File: src/rtl/ssd_pkg.sv
// Shared definitions for the seven-segment scan controller: segment codes,
// special glyphs and the binary-to-BCD converter state encoding.
package ssd_pkg;

    typedef enum logic [1:0] {
        IDLE  = 2'd0,
        SHIFT = 2'd1,
        LOAD  = 2'd2
    } conv_state_e;

    localparam logic [6:0] BLANK = 7'b1111111;
    localparam logic [6:0] DASH  = 7'b0111111;

    // Active-low g..a codes, entry n is the glyph for nibble value n.
    localparam logic [15:0][6:0] SEG_TABLE = {
        7'b0001110, 7'b0000110, 7'b0100001, 7'b1000110,
        7'b0000011, 7'b0001000, 7'b0010000, 7'b0000000,
        7'b1111000, 7'b0000010, 7'b0010010, 7'b0011001,
        7'b0110000, 7'b0100100, 7'b1111001, 7'b1000000
    };

    // Decimal digits needed for any DATA_W-bit value (floor(w*log10 2)+1),
    // never fewer than the number of displayed digits.
    function automatic int bcd_digits(input int data_w, input int num_digits);
        int d;
        d = (data_w * 3) / 10 + 1;
        return (d > num_digits) ? d : num_digits;
    endfunction

endpackage

File: src/rtl/bin2bcd_seq.sv
// Sequential double-dabble converter: one shift per cycle, result valid
// while done is high (the single LOAD cycle).
module bin2bcd_seq
    import ssd_pkg::*;
#(
    parameter int DATA_W     = 14,
    parameter int NUM_DIGITS = 4,
    localparam int BCD_W     = 4 * bcd_digits(DATA_W, NUM_DIGITS)
) (
    input  logic              clk,
    input  logic              reset,
    input  logic              start,
    input  logic [DATA_W-1:0] din,
    output logic              busy,
    output logic              done,
    output logic [BCD_W-1:0]  bcd
);

    localparam int CNT_W = $clog2(DATA_W);

    conv_state_e       state_q, state_d;
    logic [CNT_W-1:0]  cnt_q, cnt_d;
    logic [DATA_W-1:0] bin_q, bin_d;
    logic [BCD_W-1:0]  bcd_q, bcd_d;
    logic [DATA_W-1:0] src_bin;
    logic [BCD_W-1:0]  adj;

    always_comb begin
        state_d = state_q;
        cnt_d   = cnt_q;
        bin_d   = bin_q;
        bcd_d   = bcd_q;

        // The first step takes its operand straight from din (held stable
        // by the caller for the whole conversion) and starts from zero BCD.
        src_bin = (cnt_q == '0) ? din : bin_q;
        adj     = (cnt_q == '0) ? '0  : bcd_q;
        for (int i = 0; i < BCD_W / 4; i++) begin
            if (adj[4*i +: 4] >= 4'd5) begin
                adj[4*i +: 4] = adj[4*i +: 4] + 4'd3;
            end
        end

        case (state_q)
            IDLE: begin
                if (start) begin
                    state_d = SHIFT;
                    cnt_d   = '0;
                end
            end
            SHIFT: begin
                bcd_d = {adj[BCD_W-2:0], src_bin[DATA_W-1]};
                bin_d = {src_bin[DATA_W-2:0], 1'b0};
                cnt_d = cnt_q + 1'b1;
                if (cnt_q == CNT_W'(DATA_W - 1)) begin
                    state_d = LOAD;
                end
            end
            LOAD:    state_d = IDLE;
            default: state_d = IDLE;
        endcase
    end

    always_ff @(posedge clk or posedge reset) begin
        if (reset) begin
            state_q <= IDLE;
            cnt_q   <= '0;
            bin_q   <= '0;
            bcd_q   <= '0;
        end else begin
            state_q <= state_d;
            cnt_q   <= cnt_d;
            bin_q   <= bin_d;
            bcd_q   <= bcd_d;
        end
    end

    assign busy = (state_q != IDLE);
    assign done = (state_q == LOAD);
    assign bcd  = bcd_q;

endmodule

File: src/rtl/ssd_scan_ctrl.sv
// Multiplexed seven-segment display driver: periodically samples a binary
// value, converts it to hex or decimal digits and scans them onto the display.
module ssd_scan_ctrl
    import ssd_pkg::*;
#(
    parameter int NUM_DIGITS = 4,
    parameter int DATA_W     = 14,
    parameter int UPDATE_DIV = 100000000,
    parameter int SCAN_DIV   = 262144
) (
    input  logic                  clk,
    input  logic                  reset,
    input  logic [DATA_W-1:0]     value,
    input  logic                  hex_mode,
    input  logic                  blank_lz,
    input  logic [NUM_DIGITS-1:0] dp_in,
    output logic [NUM_DIGITS-1:0] an,
    output logic [6:0]            seg,
    output logic                  dp,
    output logic                  busy,
    output logic                  overflow
);

    localparam int BCD_W  = 4 * bcd_digits(DATA_W, NUM_DIGITS);
    localparam int DISP_W = 4 * NUM_DIGITS;
    localparam int EXT_W  = (DATA_W > DISP_W) ? DATA_W : DISP_W;
    localparam int UPD_W  = $clog2(UPDATE_DIV);
    localparam int SCAN_W = $clog2(SCAN_DIV);
    localparam int IDX_W  = (NUM_DIGITS > 1) ? $clog2(NUM_DIGITS) : 1;

    logic [UPD_W-1:0]      upd_cnt_q, upd_cnt_d;
    logic [DATA_W-1:0]     shadow_val_q, shadow_val_d;
    logic                  shadow_hex_q, shadow_hex_d;
    logic [DISP_W-1:0]     disp_q, disp_d;
    logic                  ovf_q, ovf_d;
    logic [SCAN_W-1:0]     scan_cnt_q, scan_cnt_d;
    logic [IDX_W-1:0]      idx_q, idx_d;
    logic [NUM_DIGITS-1:0] an_q, an_d;
    logic [6:0]            seg_q, seg_d;
    logic                  dp_q, dp_d;

    logic              tick;
    logic              accept;
    logic              conv_busy;
    logic              conv_done;
    logic [BCD_W-1:0]  conv_bcd;
    logic [EXT_W-1:0]  hex_ext;
    logic              scan_wrap;
    logic [3:0]        nib;
    logic              dp_sel;
    logic              zero_from;
    logic              lead_zero;

    assign tick    = (upd_cnt_q == UPD_W'(UPDATE_DIV - 1));
    assign accept  = tick && !conv_busy;
    assign hex_ext = EXT_W'(value);

    bin2bcd_seq #(
        .DATA_W     (DATA_W),
        .NUM_DIGITS (NUM_DIGITS)
    ) u_bin2bcd (
        .clk   (clk),
        .reset (reset),
        .start (accept && !hex_mode),
        .din   (shadow_val_q),
        .busy  (conv_busy),
        .done  (conv_done),
        .bcd   (conv_bcd)
    );

    always_comb begin
        upd_cnt_d    = tick ? '0 : upd_cnt_q + 1'b1;
        shadow_val_d = shadow_val_q;
        shadow_hex_d = shadow_hex_q;
        disp_d       = disp_q;
        ovf_d        = ovf_q;

        // Ticks during a conversion are dropped so the shadow stays stable.
        if (accept) begin
            shadow_val_d = value;
            shadow_hex_d = hex_mode;
        end

        if (accept && hex_mode) begin
            disp_d = hex_ext[DISP_W-1:0];
            ovf_d  = |(hex_ext >> DISP_W);
        end else if (conv_done && !shadow_hex_q) begin
            disp_d = conv_bcd[DISP_W-1:0];
            ovf_d  = |(conv_bcd >> DISP_W);
        end
    end

    always_comb begin
        scan_wrap  = (scan_cnt_q == SCAN_W'(SCAN_DIV - 1));
        scan_cnt_d = scan_wrap ? '0 : scan_cnt_q + 1'b1;
        idx_d      = idx_q;
        if (scan_wrap) begin
            idx_d = (idx_q == IDX_W'(NUM_DIGITS - 1)) ? '0 : idx_q + 1'b1;
        end

        nib    = '0;
        dp_sel = 1'b0;
        an_d   = '1;
        for (int i = 0; i < NUM_DIGITS; i++) begin
            if (idx_q == IDX_W'(i)) begin
                nib     = disp_q[4*i +: 4];
                dp_sel  = dp_in[i];
                an_d[i] = 1'b0;
            end
        end

        // Walk down from the top digit; digit 0 is never a leading zero.
        zero_from = 1'b1;
        lead_zero = 1'b0;
        for (int i = NUM_DIGITS - 1; i >= 1; i--) begin
            zero_from = zero_from && (disp_q[4*i +: 4] == 4'd0);
            if (idx_q == IDX_W'(i)) begin
                lead_zero = zero_from;
            end
        end

        if (ovf_q) begin
            seg_d = DASH;
            dp_d  = 1'b1;
        end else begin
            seg_d = (blank_lz && lead_zero) ? BLANK : SEG_TABLE[nib];
            dp_d  = ~dp_sel;
        end
    end

    always_ff @(posedge clk or posedge reset) begin
        if (reset) begin
            upd_cnt_q    <= '0;
            shadow_val_q <= '0;
            shadow_hex_q <= 1'b0;
            disp_q       <= '0;
            ovf_q        <= 1'b0;
            scan_cnt_q   <= '0;
            idx_q        <= '0;
            an_q         <= '1;
            seg_q        <= BLANK;
            dp_q         <= 1'b1;
        end else begin
            upd_cnt_q    <= upd_cnt_d;
            shadow_val_q <= shadow_val_d;
            shadow_hex_q <= shadow_hex_d;
            disp_q       <= disp_d;
            ovf_q        <= ovf_d;
            scan_cnt_q   <= scan_cnt_d;
            idx_q        <= idx_d;
            an_q         <= an_d;
            seg_q        <= seg_d;
            dp_q         <= dp_d;
        end
    end

    assign an       = an_q;
    assign seg      = seg_q;
    assign dp       = dp_q;
    assign busy     = conv_busy;
    assign overflow = ovf_q;

endmodule

File: config.mk
export PLATFORM = sky130hd
export DESIGN_NAME = ssd_scan_ctrl
export DESIGN_NICKNAME = d
export VERILOG_FILES = /design/src/rtl/ssd_pkg.sv /design/src/rtl/bin2bcd_seq.sv /design/src/rtl/ssd_scan_ctrl.sv
export SDC_FILE = /design/constraint.sdc
export NUM_CORES = 1
export LEC_CHECK = 0
export BUFFER_PORTS_ARGS = -buffer_cell sky130_fd_sc_hd__buf_2
export CORE_ASPECT_RATIO = 1.2
export CORE_MARGIN = 2
export CORE_UTILIZATION = 55
export DETAILED_ROUTE_END_ITERATION = 12
export MAX_ROUTING_LAYER = met4
export PLACE_DENSITY = 0.73
export SLEW_MARGIN = 5
export SYNTH_ARGS = -nofsm -noshare
export SYNTH_HDL_FRONTEND = slang
export SYNTH_SLANG_ARGS = --single-unit
File: constraint.sdc
create_clock -name clk -period 6.06 [get_ports clk]
set_input_delay 1.212 -clock clk [delete_from_list [all_inputs] [get_ports clk]]
set_output_delay 1.212 -clock clk [all_outputs]
set_load 0.01 [all_outputs]
==> flow_metrics.env <==
export IMPL_cts_clk_slew_worst_paths_ns=0.06
export IMPL_clock_sinks=130
export IMPL_setup_tns_ns=0
export IMPL_yosysUniqueCellTypes=58
export IMPL_ir_worst_vdd_v=0.000282
export IMPL_synthFlopType="dfrtp_1"
export IMPL_cts_resized=0
export IMPL_r2r_slack_ns=3.16
export IMPL_setup_violations_final=0
export IMPL_async_flop_share_pct=100
export IMPL_viasPerCell=5.67
export IMPL_drtAntennaViolNets=0
export IMPL_grt_pass1_wl_mm=23.8
export IMPL_root_buffer="clkbuf_16"
export IMPL_finalHoldViolCount=0
export IMPL_period_share_pct=47.9
export IMPL_dieArea_um2=12700
export IMPL_holdPathStages=2
export IMPL_vias=4981
export IMPL_clock_path_buffers=2
export IMPL_drc=0
export IMPL_finalNetCount=755
export IMPL_syn_area_per_cell_um2=9.59
export IMPL_nFillCells=905
export IMPL_io_pins=36
export IMPL_cp_start_kind="register"
export IMPL_drt_iter0_markers=278
export IMPL_routedWlPerCell_um=16.2
export IMPL_cts_tree="built"
export IMPL_dp_cells=846
export IMPL_cp_data_arrival_time_ns=3.26
export IMPL_synth_fp_nets=726
export IMPL_synth_top_area_share_pct=45.3
export IMPL_drt_wl_total_mm=14.2
export IMPL_timing_slew_headroom_pct=26.9
export IMPL_die_w_um=103
export IMPL_power_share_sequential_pct=40.6
export IMPL_clk_latency_ns=0.43
export IMPL_hpwl_mm=9.60
export IMPL_start_util_pct=56.3
export IMPL_reg2reg_from="upd_cnt_q[9]"
export IMPL_comb_power_share_pct=16.4
export IMPL_drive_gt1_share_pct=14.3
export IMPL_timing_hold_ws_ns=0.462
export IMPL_numPortBuffers=35
export IMPL_hold_path_end="shadow_val_q[2]"
export IMPL_cts_hold_repair_buffers=0
export IMPL_worst_path_max_fanout=17
export IMPL_p_switching_uw=712
export IMPL_synth_edf_count=0
export IMPL_maxSlewViolCount=0
export IMPL_yosysTopAreaCell="dfrtp_1"
export IMPL_required_ns=6.41
export IMPL_drv_cap=0
export IMPL_r2r_end="u_bin2bcd.state_q[0]"
export IMPL_synth_most_common_cell="nand2_1"
export IMPL_status="complete, no violations"
export IMPL_syn2layout_area_growth_pct=14.1
export IMPL_cp_end_kind="register"
export IMPL_final_util_pct=64.2
export IMPL_coreArea_um2=11600
export IMPL_cellPowerDensity_nw_per_um2=338
export IMPL_syn_cell_area_um2=6510
export IMPL_yosys_warnings=0
export IMPL_seq_area_frac_synth_pct=50.2
export IMPL_intPower_uw=1800
export IMPL_clock_fmax_ghz=0.344
export IMPL_grt_max_degree=79
export IMPL_num_antenna_cells=0
export IMPL_rsz0062_at_grt="no"
export IMPL_yosys_top_cells_count="123 x nand2_1, 118 x dfrtp_1, 81 x nor2_1"
export IMPL_grtUsageTotal_pct=25.2
export IMPL_final_cell_count_no_fill=878
export IMPL_worstSetupPathType="register to register"
export IMPL_routabilityCongestion=0.861
export IMPL_synth_seq_cells=130
export IMPL_dr_pass1_iters=4
export IMPL_cts_setup_buffers=0
export IMPL_htree_levels=4
export IMPL_pwr_share_clk_pct=43.0
export IMPL_ys_top_cells_by_area="dfrtp_1 45%, nand2_1 7.1%, dfstp_2 4.8%"
export IMPL_min_delay_start="shadow_val_q[2]"
export IMPL_tightest_slew_ns=1.09
export IMPL_syn_instance_count=679
export IMPL_rows=43
export IMPL_switching_share_pct=28.4
export IMPL_p_leak_uw=0.00327
export IMPL_skew_ns=0.0118
export IMPL_min_period_ns=2.90
export IMPL_r2r_cells=5
export IMPL_cts_buffers=17
export IMPL_grt_pass1_vias=5077
export IMPL_worstHoldPathType="register to register"
export IMPL_grt_ovfl_total=0
export IMPL_antenna_found_initial=0
export IMPL_fp_dieH_um=123
stage by stage:
stage               power [uW]  cell area, um2  setup WS (ns)
finish                    2510            7430           3.16
global route              2630            7430           2.88
CTS                       2520            7430           3.09
detailed placement        1440            6810           3.10
global placement          1410            6810           3.21
floorplan                 1320            6510           1.40
cell usage in the layout, fill, tap and decap left out, drive strengths merged, types with 12 or more instances in the layout:
master / n
nand2: 123
dfrtp: 118
nor2: 82
buf: 39
a21oi: 28
xnor2: 26
ha: 25
clkbuf: 23
o21ai: 23
xor2: 22
inv: 21
nand3: 19
mux2i: 18
nand4: 16
a31oi: 14
dfstp: 12
sequential cells by signal, summed over array words and instances, names as in the netlist, 2 cells and up:
signal	cells
u_bin2bcd.cnt_q	4
u_bin2bcd.bin_q	13
u_bin2bcd.state_q	2
seg	7
an	4
upd_cnt_q	27
shadow_val_q	14
disp_q	16
u_bin2bcd.bcd	20
scan_cnt_q	18
idx_q	2
cells by family (layout without fill, tap and decap cells):
kind of cell               count (synthesis)  count (layout)  synth area share, %
and+or+nand+nor                          303             303                 21.9
DFF                                      130             130                 50.2
AOI/OAI and AO/OA                         99              99                 9.76
buffers and inverters                     50              92                 3.13
xor gates and xnor gates                  48              48                 6.46
adders and majority gates                 25              25                 4.80
muxes                                     24              24                 3.80
worst max path at each step:
stage | from | end
6_report | upd_cnt_q[9] | u_bin2bcd.state_q[0]
3_5_place_dp | upd_cnt_q[9] | u_bin2bcd.state_q[0]
4_1_cts | upd_cnt_q[9] | u_bin2bcd.state_q[0]
5_1_grt | upd_cnt_q[12] | disp_q[6]
3_3_place_gp | upd_cnt_q[9] | u_bin2bcd.state_q[0]
2_1_floorplan | reset | disp_q[0]
critical path, cell delays in order (launching register included):
cell	delay [ns]
dfrtp_1	0.44
or4_1	0.54
or4_4	0.47
nor3_2	0.83
or3b_1	0.41
a21oi_1	0.14
metal layers:
layer	track usage (%)	part of all wire (%)	up-vias
met5	-	0	-
met4	11.0	1.7	0
met3	5.54	3.1	24
met2	42.3	53	81
met1	28.7	42	2490
li1	-	-	2386
power by group through the flow:
stage,registers [uW],clock network [uW],logic [uW]
2_1_floorplan,1010,0,314
3_3_place_gp,1030,0,384
3_5_place_dp,1030,0,409
4_1_cts,1020,1090,415
5_1_grt,1030,1130,468
6_report,1020,1080,412
cell type report:
class | instances | area, um2 | area share, %
tap | 157 | 196 | 2.64
timing repair buffer | 39 | 205 | 2.76
sequential | 130 | 3270 | 44.0
inverter | 21 | 81.3 | 1.09
multi-input combinational | 499 | 3050 | 41.1
clock buffer | 23 | 498 | 6.70
clock inverter | 9 | 126 | 1.70
Power figures use the tool's default switching activity.
